`src/rtl/uart_pkg.sv`:
```
`default_nettype none
// ============================================================================
//  Module   : uart_pkg
//  Purpose  : Baud-rate constants, bit-time helper and scheduler state
//             encoding. uart_tx and uart_tx_sched both import this package,
//             so the two always agree on the bit time.
//  Contents : CLK_FREQ_DEF, BAUD_DEF, bit_cycles(), state_t
//  Revision : 1.0 - initial release
// ============================================================================
package uart_pkg;

  localparam int CLK_FREQ_DEF = 50_000_000;
  localparam int BAUD_DEF     = 9600;

  // Clock cycles per bit. Integer division truncates, which matches the
  // way uart_tx counts out each bit.
  function automatic int bit_cycles(input int clk_freq, input int baud);
    return clk_freq / baud;
  endfunction

  typedef enum logic [1:0] {
    IDLE = 2'd0,
    TRIG = 2'd1,
    WAIT = 2'd2
  } state_t;

endpackage : uart_pkg
`default_nettype wire

```
`src/rtl/rr_arbiter.sv`:
```
`default_nettype none
// ============================================================================
//  Module   : rr_arbiter
//  Purpose  : Combinational round-robin pick. The search starts one position
//             after the last winner and wraps modulo N_REQ. The pointer
//             register lives in the parent module.
//  Ports    : req    [N_REQ]  - pending requests
//             last   [ID_W]   - index of the previous winner
//             gnt    [N_REQ]  - one-hot winner; all zero when req is zero
//             gnt_id [ID_W]   - encoded winner index
//  Revision : 1.0 - initial release
// ============================================================================
module rr_arbiter #(
  parameter int N_REQ = 4,
  parameter int ID_W  = $clog2(N_REQ)
) (
  input  logic [N_REQ-1:0] req,
  input  logic [ID_W-1:0]  last,
  output logic [N_REQ-1:0] gnt,
  output logic [ID_W-1:0]  gnt_id
);

  logic w_found;
  int   w_idx;

  // The offsets run 1..N_REQ, so the last winner is checked last. This means
  // a requester that stays high is served again only after all the others.
  always_comb begin
    gnt     = '0;
    gnt_id  = '0;
    w_found = 1'b0;
    w_idx   = 0;
    for (int k = 1; k <= N_REQ; k++) begin
      w_idx = int'(last) + k;
      if (w_idx >= N_REQ) w_idx = w_idx - N_REQ;
      if (!w_found && req[w_idx]) begin
        w_found    = 1'b1;
        gnt[w_idx] = 1'b1;
        gnt_id     = ID_W'(w_idx);
      end
    end
  end

endmodule : rr_arbiter
`default_nettype wire

```
`src/rtl/uart_tx_sched.sv`:
```
`default_nettype none
// ============================================================================
//  Module   : uart_tx_sched
//  Purpose  : Shares one uart_tx serializer among N_REQ byte producers.
//             A round-robin arbiter picks a request, the module latches the
//             byte and pulses tx_trig, and then no new trigger is issued for
//             one frame time plus a guard interval. This hold-off is needed
//             because uart_tx has no busy output.
//  Ports    : sclk, reset           - clock, sync active-high reset
//             req       [N_REQ]     - requests, held until acked
//             req_data  [N_REQ*8]   - byte i at [8i+7:8i]
//             grant_ack [N_REQ]     - one-cycle accept pulse
//             tx_data   [8]         - byte to uart_tx
//             tx_trig               - one-cycle start pulse to uart_tx
//             busy                  - from the trig cycle to the end of WAIT
//             cur_id    [log2 N]    - index of the last granted requester
//  Revision : 1.0 - initial release
// ============================================================================
module uart_tx_sched
  import uart_pkg::*;
#(
  parameter int N_REQ        = 4,
  parameter int CLK_FREQ     = CLK_FREQ_DEF,
  parameter int BAUD         = BAUD_DEF,
  parameter int FRAME_BITS   = 10,
  parameter int GUARD_CYCLES = 16
) (
  input  logic                       sclk,
  input  logic                       reset,
  input  logic [N_REQ-1:0]           req,
  input  logic [N_REQ*8-1:0]         req_data,
  output logic [N_REQ-1:0]           grant_ack,
  output logic [7:0]                 tx_data,
  output logic                       tx_trig,
  output logic                       busy,
  output logic [$clog2(N_REQ)-1:0]   cur_id
);

  localparam int c_ID_W         = $clog2(N_REQ);
  localparam int c_BIT_CYCLES   = bit_cycles(CLK_FREQ, BAUD);
  localparam int c_FRAME_CYCLES = c_BIT_CYCLES * FRAME_BITS + GUARD_CYCLES;
  localparam int c_CNT_W        = $clog2(c_FRAME_CYCLES + 1);

  state_t              r_state;
  logic [c_CNT_W-1:0]  r_cnt;
  logic [c_ID_W-1:0]   r_last;
  logic [N_REQ-1:0]    w_gnt;
  logic [c_ID_W-1:0]   w_gnt_id;

  rr_arbiter #(
    .N_REQ (N_REQ),
    .ID_W  (c_ID_W)
  ) u_arb (
    .req    (req),
    .last   (r_last),
    .gnt    (w_gnt),
    .gnt_id (w_gnt_id)
  );

  always_ff @(posedge sclk) begin
    if (reset) begin
      r_state   <= IDLE;
      r_cnt     <= '0;
      r_last    <= c_ID_W'(N_REQ - 1);
      tx_data   <= 8'h00;
      tx_trig   <= 1'b0;
      grant_ack <= '0;
      busy      <= 1'b0;
      cur_id    <= '0;
    end else begin
      case (r_state)
        IDLE: begin
          tx_trig   <= 1'b0;
          grant_ack <= '0;
          if (|req) begin
            tx_data   <= req_data[int'(w_gnt_id)*8 +: 8];
            cur_id    <= w_gnt_id;
            r_last    <= w_gnt_id;
            grant_ack <= w_gnt;
            tx_trig   <= 1'b1;
            busy      <= 1'b1;
            r_state   <= TRIG;
          end
        end
        TRIG: begin
          tx_trig   <= 1'b0;
          grant_ack <= '0;
          // The count runs FRAME_CYCLES-1 down to 0, so WAIT lasts
          // exactly FRAME_CYCLES cycles.
          r_cnt     <= c_CNT_W'(c_FRAME_CYCLES - 1);
          r_state   <= WAIT;
        end
        WAIT: begin
          if (r_cnt == '0) begin
            busy    <= 1'b0;
            r_state <= IDLE;
          end else begin
            r_cnt   <= r_cnt - c_CNT_W'(1);
          end
        end
        default: r_state <= IDLE;
      endcase
    end
  end

endmodule : uart_tx_sched
`default_nettype wire

```
`config.mk`:
```
export PLATFORM = sky130hd
export DESIGN_NAME = uart_tx_sched
export DESIGN_NICKNAME = d
export VERILOG_FILES = /design/src/rtl/uart_pkg.sv /design/src/rtl/rr_arbiter.sv /design/src/rtl/uart_tx_sched.sv
export SDC_FILE = /design/constraint.sdc
export NUM_CORES = 1
export LEC_CHECK = 0
export ABC_AREA = 1
export CAP_MARGIN = 20
export CORE_ASPECT_RATIO = 1.1
export CORE_MARGIN = 4
export CORE_UTILIZATION = 30
export DETAILED_ROUTE_END_ITERATION = 12
export PLACE_DENSITY_LB_ADDON = 0.25
export SLEW_MARGIN = 20
export SYNTH_ARGS = -nofsm -noshare
export SYNTH_HDL_FRONTEND = slang
export SYNTH_SLANG_ARGS = --single-unit
```
`constraint.sdc`:
```
create_clock -name sclk -period 2.7 [get_ports sclk]
set_input_delay 0.54 -clock sclk [delete_from_list [all_inputs] [get_ports sclk]]
set_output_delay 0.54 -clock sclk [all_outputs]
set_load 0.02 [all_outputs]
```
# Yosys cells after proc, flatten, opt, wreduce, memory -nomap -nowiden
# Index checks and enable logic that the tools add are counted.
# W data, S select, Z words.
# totals
out_inout_bits	16
word_cells	105
ff_bits	36
in_bits	38
# classes
eq_ne	5
bitwise	3
shifts	1
addsub	9
order_cmp	12
reduce_logical	20
mux	47
# op_table
cell	count
$ge A32 B1 Y1 const B	4
$ge A32 B4 Y1 const B	4
$lt A32 B4 Y1 const B	4
$mux W32	4
$sub A32 B4 Y32 const B	4
$pmux W16 S2	1
$shiftx A32 B6 Y8	1
$mux W4	5
$mux W1	18
$logic_not A16 Y1	1
$mux W16	1
$sub A16 B1 Y16 const B	1
$mux W2	6
$or A4 B4 Y4	3
$bmux W1 S2	4
$demux W1 S2	4
$pmux W4 S2	1
$logic_and A1 B1 Y1	7
$add A2 B2 Y3 const B	2
$ne A2 B2 Y1 const B	3
$pmux W2 S3	1
$reduce_and A2 Y1	3
$reduce_bool A2 Y1	3
$add A2 B3 Y4 const B	1
other kinds (8)	11

# Depth between registers and ports, before layout
# Gate-level depths: netlist of run 1.
# logic_depth
word_depth	18
ltp_mapped	17
mapped_depth_nobuf	15

# By module
# Synthesis of run 1 repeated with hierarchy kept, for this count alone.
# hier_totals
cells_unflattened	366
hier_area_um2	2437.3
# by_module_without_submodules
module	cells_each	n_inst	area_per_inst_um2	seq_area_each_um2
uart_tx_sched	291	1	1939.4	720.7
rr_arbiter	75	1	498.0	0.0

# Least setup slack after synthesis of run 1
# No wires, ideal clock.
# synth_path
path_kind	flip-flop to flip-flop
from	register r_last[1]
to	register tx_data[5]
setup_time_ns	0.109
synth_period_minus_slack_ns	2.232
t_required_ns	2.591
arrival_ns	2.123
path_buffers	1
stages_incl_launch_ff	17
slack_ns	0.468
path_cell_list	dfxtp_1 inv_1 ha_1 inv_2 nand3_4 nand2_8 nor2_4 nand2_2 nand2_2 nand2_4 nand2_4 buf_12 nand2_1 nand3_1 nand3_1 nand2_1 inv_1
# synth_between
elab_chain_len	17
elab_cells_between_ends	42
cone_classes	add/sub: 8; order compare: 4; shift: 1; mux: 23; reduce/logical: 6
# synth_lines
element	line	text
start: declaration	uart_tx_sched.sv:46	logic [c_ID_W-1:0] r_last;
start signal: assignment	uart_tx_sched.sv:64	r_last <= c_ID_W'(N_REQ - 1);
start signal: assignment	uart_tx_sched.sv:78	r_last <= w_gnt_id;
$add A2 B1 Y3	rr_arbiter.sv:34	w_idx = int'(last) + k;
$sub A32 B4 Y32 / $ge A32 B4 Y1 (equally long branches)	rr_arbiter.sv:35	if (w_idx >= N_REQ) w_idx = w_idx - N_REQ;
$mux W32	rr_arbiter.sv:35	
$bmux W1 S2	rr_arbiter.sv:36	if (!w_found && req[w_idx]) begin
$mux W1 (not written as such) (2 in series)	rr_arbiter.sv:36	
$mux W1	rr_arbiter.sv:36	
$logic_not A1 Y1	rr_arbiter.sv:36	
$logic_and A1 B1 Y1	rr_arbiter.sv:36	
$mux W1	rr_arbiter.sv:36	
$logic_not A1 Y1	rr_arbiter.sv:36	
$logic_and A1 B1 Y1	rr_arbiter.sv:36	
$mux W1	rr_arbiter.sv:36	
$logic_not A1 Y1	rr_arbiter.sv:36	
$logic_and A1 B1 Y1	rr_arbiter.sv:36	
$mux W2 (*)	rr_arbiter.sv:36	
$shiftx A32 B6 Y8 (*)	uart_tx_sched.sv:76	tx_data <= req_data[int'(w_gnt_id)*8 +: 8];
end signal: assignment	uart_tx_sched.sv:76	
end: declaration	uart_tx_sched.sv:33	output logic [7:0] tx_data,
# Mark *: on every way between the ends. The rest lies on a longest branch, timed or not. The select of a mux whose other input is x is not followed.
# A chain may end at the register's enable or synchronous reset.

# Worst setup path in the final report of run 1
# layout_path
from	register r_last[0]
to	register tx_data[2]
# The elaborated chain is that of the path after synthesis.

==> results of run 1 <==
sequential cells by signal, indices dropped and copies added (netlist names):
| register | cells |
|---|---|
| cur_id | 2 |
| r_state | 2 |
| grant_ack | 4 |
| busy | 1 |
| r_last | 2 |
| r_cnt | 16 |
| tx_data | 8 |
| tx_trig | 1 |
stage by stage:
step | instance area [um2] | total power [mW]
floorplan | 2640 | 2.81
global placement | 3300 | 3.29
detailed placement | 3300 | 3.33
CTS | 3410 | 3.82
global route | 3410 | 4.16
finish | 3410 | 3.78
worst register-to-register path, delay by kind of cell (launching register included):
kind | cells | cell delay, ns
flip-flops | 1 | 0.44
buffers and inverters | 3 | 0.23
AND/OR/NAND/NOR | 11 | 1.18
adder cells (fa/ha/maj) | 1 | 0.43
layout by cell type (no fill, tap or decap), types with 4 or more instances in the layout:
cell type and count:
clkbuf_8 5, a22oi_1 4, a21oi_1 24, clkdlybuf4s50_1 53, nor2_1 39, nand2_2 18
nand2_4 8, inv_1 60, buf_4 6, dfxtp_1 36, o21ai_0 14, xor2_1 8
nand3_1 51, nor3_1 6, ha_1 10, nand2_1 75
layout make-up:
type                            count  share of cell area
Clock inverter                      3              0.0125
Tap cell                          111              0.0407
Timing Repair Buffer               60               0.175
Sequential cell                    36               0.211
Clock buffer                        5              0.0202
Multi-Input combinational cell    283               0.467
Inverter                           65              0.0738
cells by family (layout without fill, tap and decap cells):
| kind of cell | after synthesis | after routing | share of synthesized area |
|---|---|---|---|
| compound gates | 49 | 49 | 0.105 |
| simple gates | 214 | 214 | 0.417 |
| buf+inv | 76 | 133 | 0.125 |
| flops | 36 | 36 | 0.273 |
| fa+ha+maj | 10 | 10 | 0.0474 |
| xor+xnor | 10 | 10 | 0.0332 |
power groups by stage:
stage / clock [mW] / sequential (mW) / combinational [mW]
floorplan: 0 / 0.889 / 1.92
CTS: 0.495 / 0.791 / 2.54
detailed placement: 0 / 0.802 / 2.53
global route: 0.518 / 0.806 / 2.83
global placement: 0 / 0.802 / 2.49
finish: 0.480 / 0.788 / 2.51
per-layer routing:
metal	track usage	up-vias	wire [um]
met5	0	-	0
met4	0.0326	0	71
met3	0.0262	6	270
met2	0.219	53	3170
met1	0.155	1144	3000
li1	-	1366	-
worst min path at each step:
stage / startpoint / to / slack [ns] / depth (start not counted)
after floorplan: r_cnt[2]$_SDFFE_PP0P_ / r_cnt[2]$_SDFFE_PP0P_ / 0.47 / 2
after global routing: cur_id[0]$_SDFFE_PP0P_ / cur_id[0]$_SDFFE_PP0P_ / 0.52 / 2
final: tx_trig$_SDFFE_PP0P_ / tx_trig$_SDFFE_PP0P_ / 0.49 / 2
after detailed placement: grant_ack[1]$_SDFFE_PP0P_ / grant_ack[1]$_SDFFE_PP0P_ / 0.48 / 2
after global placement: grant_ack[1]$_SDFFE_PP0P_ / grant_ack[1]$_SDFFE_PP0P_ / 0.48 / 2
after CTS: cur_id[0]$_SDFFE_PP0P_ / cur_id[0]$_SDFFE_PP0P_ / 0.50 / 2
==> impl_metrics.yaml, run 1 <==
yosys:
  ys_ff_latch: 36
  syn_nets: 443
  synth.distinct_cells: 37
  synth_area_leaders: "dfxtp_1, nand2_1, nand3_1, inv_1, nor2_1"
  synth_top_cell_by_area: "dfxtp_1"
  netlist.area_leader.share: 0.273
  yosys.cell_count.top_type: "nand2_1"
  synth_edf_count: 0
  ys_top_cells_by_count: "nand2_1, inv_1, nand3_1, nor2_1, dfxtp_1"
  synth_area_mm2: 0.00264
  ys.flop_type: "dfxtp_1"
  postSynthAreaPerCell_um2: 6.69
  ys_seq_area_frac: 0.273
  yosysWarnings: 0
  netlist_instances: 395
  synthArstFlopShare: 0
floorplanning:
  die-area_mm2: 0.0104
  fp.dieW_um: 97.5
  io_pins: 54
  initial_core_util: 0.311
  die_height_um: 106
  rows: 35
  core_mm2: 0.00850
finish:
  fin_nets: 499
  stdcell_count: 563
  fin_util: 0.401
  diodes: 0
  regArea_um2: 721
  multiInputGateArea_mm2: 0.00159
  fillers: 950
  area_delta_synth_final_pct: 29.0
  drive_above_1_share: 0.124
power:
  ir_drop_uv: 474
  switching_share: 0.499
  intPower_mw: 1.89
  comb_power_share: 0.664
  p_seq_frac: 0.209
  leakagePower_nw: 1.66
  p_per_area_mw_per_mm2: 1110
  clkPwrFrac: 0.127
  switchingPower_mw: 1.88
clock_network:
  cts-buffers-inserted: 5
  cts_resized: 0
  max-clock-path-buffers: 2
  post_cts.repair.setup_buffers: 0
  cts.sinks: 36
  htree_levels: 2
  clock_latency_ns: 0.29
  cts_tree: "done"
  cts_hold_buf: 0
  clk_pin_slew_ns: 0.08
  cts-root-buf: "clkbuf_8"
worst_setup_path:
  startpoint: "r_last[0]$_SDFFE_PP1P_"
  cp.buffers_inverters: 3
  endpoint: "tx_data[2]$_SDFFE_PP0P_"
  reg2reg_slack_ns: 0.33
  worstSetupPathType: "reg -> reg"
  worstPathArrival_ns: 2.56
  path_cells: "inv_8, ha_1, inv_2, nand3_4, nand2_8, nor2_4, nand2_2, nand2_2, nand2_4, nand2_4, nand2_1, nand3_1, nand3_1, nand2_1, inv_1"
  crit_path_top_delay_cell: "dfxtp_1"
  worst_r2r_endpoint: "tx_data[2]$_SDFFE_PP0P_"
  slowest_delay_ns: 0.44
  worst-path-max-fanout: 17
  r2r_cells: 15
  critPathCaptureType: "flop"
  reg2reg_from: "r_last[0]$_SDFFE_PP1P_"
  crit_required_ns: 2.90
  cp_top_family: "simple AND/OR/NAND/NOR gates"
  worst_setup_path_start_kind: "flop"
  cp.depth: 15
sta:
  fin_skew_ns: 0.00959
  period_minus_slack_ns: 2.37
  slew_violations: 0
  hold_slack_ns: 0.490
  setup_viol: 0
  rsz0062_at_grt: "false"
  fin_ws_ns: 0.335
  hold_viol_final: 0
  post-route-period-util: 0.876
  setup-tns-final_ns: 0
  max_freq_mhz: 423
  worst_slew_pin_slew_ns: 0.471
  relSlewSlack: 0.683
drt:
  wire_per_inst_um: 11.6
  wirelength_um: 6520
  vias_per_cell: 4.56
  drt_pre_antenna_iters: 4
  ant_nets: 0
  vias: 2569
  drt-initial-drc-count: 86
  drc: 0
global_route:
  grt_max_degree: 22
  grt_pass1_wl_um: 11000
  grtUsageTotal: 0.125
  antenna_found_initial: 0
  grt-ovfl-total: 0
  grt_pass1_vias: 2447
hold_path:
  hold_class: "reg -> reg"
place:
  dp_cells: 555
  port_buffers: 53
  hpwl_um: 5190
  place_congestion: 0.826
  place_ws_ns: 0.174
run:
  drv_cap: 0
outcome:
  status: "finished, final reports clean"
Note: power is estimated with default switching activity, not from simulation.
==> inputs of run 2 (changes only) <==
- SETUP_SLACK_MARGIN: unset -> 0.2
==> impl_metrics.yaml, run 2 (synthesis gave the netlist of run 1 again) <==
outcome:
  status: "finished, final reports clean"
place:
  place_area_mm2: 0.00330
  hpwl_um: 5190
  port_buffers: 53
  place_congestion: 0.826
  place_ws_ns: 0.174
finish:
  layout_commonest_cell: "nand2_1"
  largest_register_ffs: 16
  drive_above_1_share: 0.126
  fin_nets: 499
  diodes: 0
  area_delta_synth_final_pct: 29.5
  layout_common_cells: "nand2_1, inv_1, clkdlybuf4s50_1"
  largest-register: "r_cnt"
  reg_top3: "r_cnt (16), tx_data (8), grant_ack (4)"
  fin_area_mm2: 0.00342
sta:
  hold_slack_ns: 0.491
  setup-tns-final_ns: 0
  hold_viol_final: 0
  fin_ws_ns: 0.438
  post-route-period-util: 0.838
  relSlewSlack: 0.675
  fin_skew_ns: 0.00916
  period_minus_slack_ns: 2.26
  setup_viol: 0
  slew_violations: 0
  rsz0062_at_grt: "false"
  worst_slew_pin_slew_ns: 0.482
  max_freq_mhz: 442
floorplanning:
  rows: 35
  io_pins: 54
  die-area_mm2: 0.0104
  fp.dieW_um: 97.5
  initial_core_util: 0.311
  core_mm2: 0.00850
  die_height_um: 106
drt:
  wire_per_inst_um: 11.6
  ant_nets: 0
  drt_pre_antenna_iters: 4
  drt-initial-drc-count: 54
  drc: 0
  vias: 2587
  vias_per_cell: 4.60
  wirelength_um: 6550
worst_setup_path:
  crit_required_ns: 2.89
  worstPathArrival_ns: 2.46
  critPathCaptureType: "flop"
  worst-path-max-fanout: 10
  worstSetupPathType: "reg -> reg"
  worst_setup_path_start_kind: "flop"
clock_network:
  clock_latency_ns: 0.29
  max-clock-path-buffers: 2
  cts-buffers-inserted: 5
  cts.sinks: 36
  cts_tree: "done"
  clk_pin_slew_ns: 0.08
  htree_levels: 2
  cts-root-buf: "clkbuf_8"
power:
  p_per_area_mw_per_mm2: 1110
  leakagePower_nw: 1.66
  ir_drop_uv: 320
global_route:
  grt_pass1_vias: 2447
  grtUsageTotal: 0.125
  grt_pass1_wl_um: 11000
  grt-ovfl-total: 0
  grt_max_degree: 22
  antenna_found_initial: 0
run:
  drv_cap: 0
hold_path:
  hold_class: "reg -> reg"
## run 2: cell counts in the layout (fill, tap and decap cells not counted)
No cell type changed its count.
## run 2: repair_timing
action,CTS,global route
gates resized for setup,0,2
hold buffers,0,0
endpoints found under the setup margin,0,7
endpoints found under the hold margin,0,0
buffers inserted,0,0
## run 2: power by group
part,total (mW),switching (mW),internal [mW]
logic,2.54,1.58,0.961
clock network,0.479,0.205,0.273
registers,0.788,0.112,0.675
## run 2: layout make-up
class / instances / area, um2
flip-flops and latches: 36 / 721
well taps: 111 / 139
inverters: 65 / 251
clock buffers: 5 / 68.8
multi-input cells: 283 / 1600
clock inverters: 3 / 42.5
fillers: 950 / 5080
repair buffers: 60 / 596
## run 2: worst paths after layout
path	startpoint	to	slack (ns)	cells past startpoint
setup reg to reg	r_last[0]$_SDFFE_PP1P_	tx_data[2]$_SDFFE_PP0P_	0.44	15
setup / recovery	r_last[0]$_SDFFE_PP1P_	tx_data[2]$_SDFFE_PP0P_	0.44	15
hold / removal	tx_trig$_SDFFE_PP0P_	tx_trig$_SDFFE_PP0P_	0.49	2
hold reg to reg	tx_trig$_SDFFE_PP0P_	tx_trig$_SDFFE_PP0P_	0.49	2
## run 2: worst max-delay path: stages, from the launching register on
cell     delay [ns]
dfxtp_1        0.44
inv_8          0.09
ha_2           0.40
inv_2          0.09
nand3_4        0.11
nand2_8        0.08
nor2_8         0.15
nand2_1        0.10
nand2_1        0.07
nand2_1        0.05
nand2_2        0.17
inv_2          0.12
nand3_1        0.10
nand3_1        0.09
nand2_1        0.07
inv_1          0.03
## run 2: metal layers
metal  vias up  track usage  wire length, um  share of wire
met1      1158        0.155             3010           0.46
met4         0       0.0326               70          0.011
li1       1369            -                -              -
met3         6       0.0262              253          0.039
met5         -            0                0              0
met2        54        0.219             3220           0.49
## run 2: metrics by stage
stage | util | cells | total power [mW]
2_1_floorplan | - | 395 | 2.81
3_3_place_gp | 0.388 | 555 | 3.29
3_5_place_dp | 0.388 | 555 | 3.33
4_1_cts | 0.401 | 563 | 3.82
5_1_grt | 0.403 | 563 | 4.20
6_report | 0.403 | 563 | 3.81
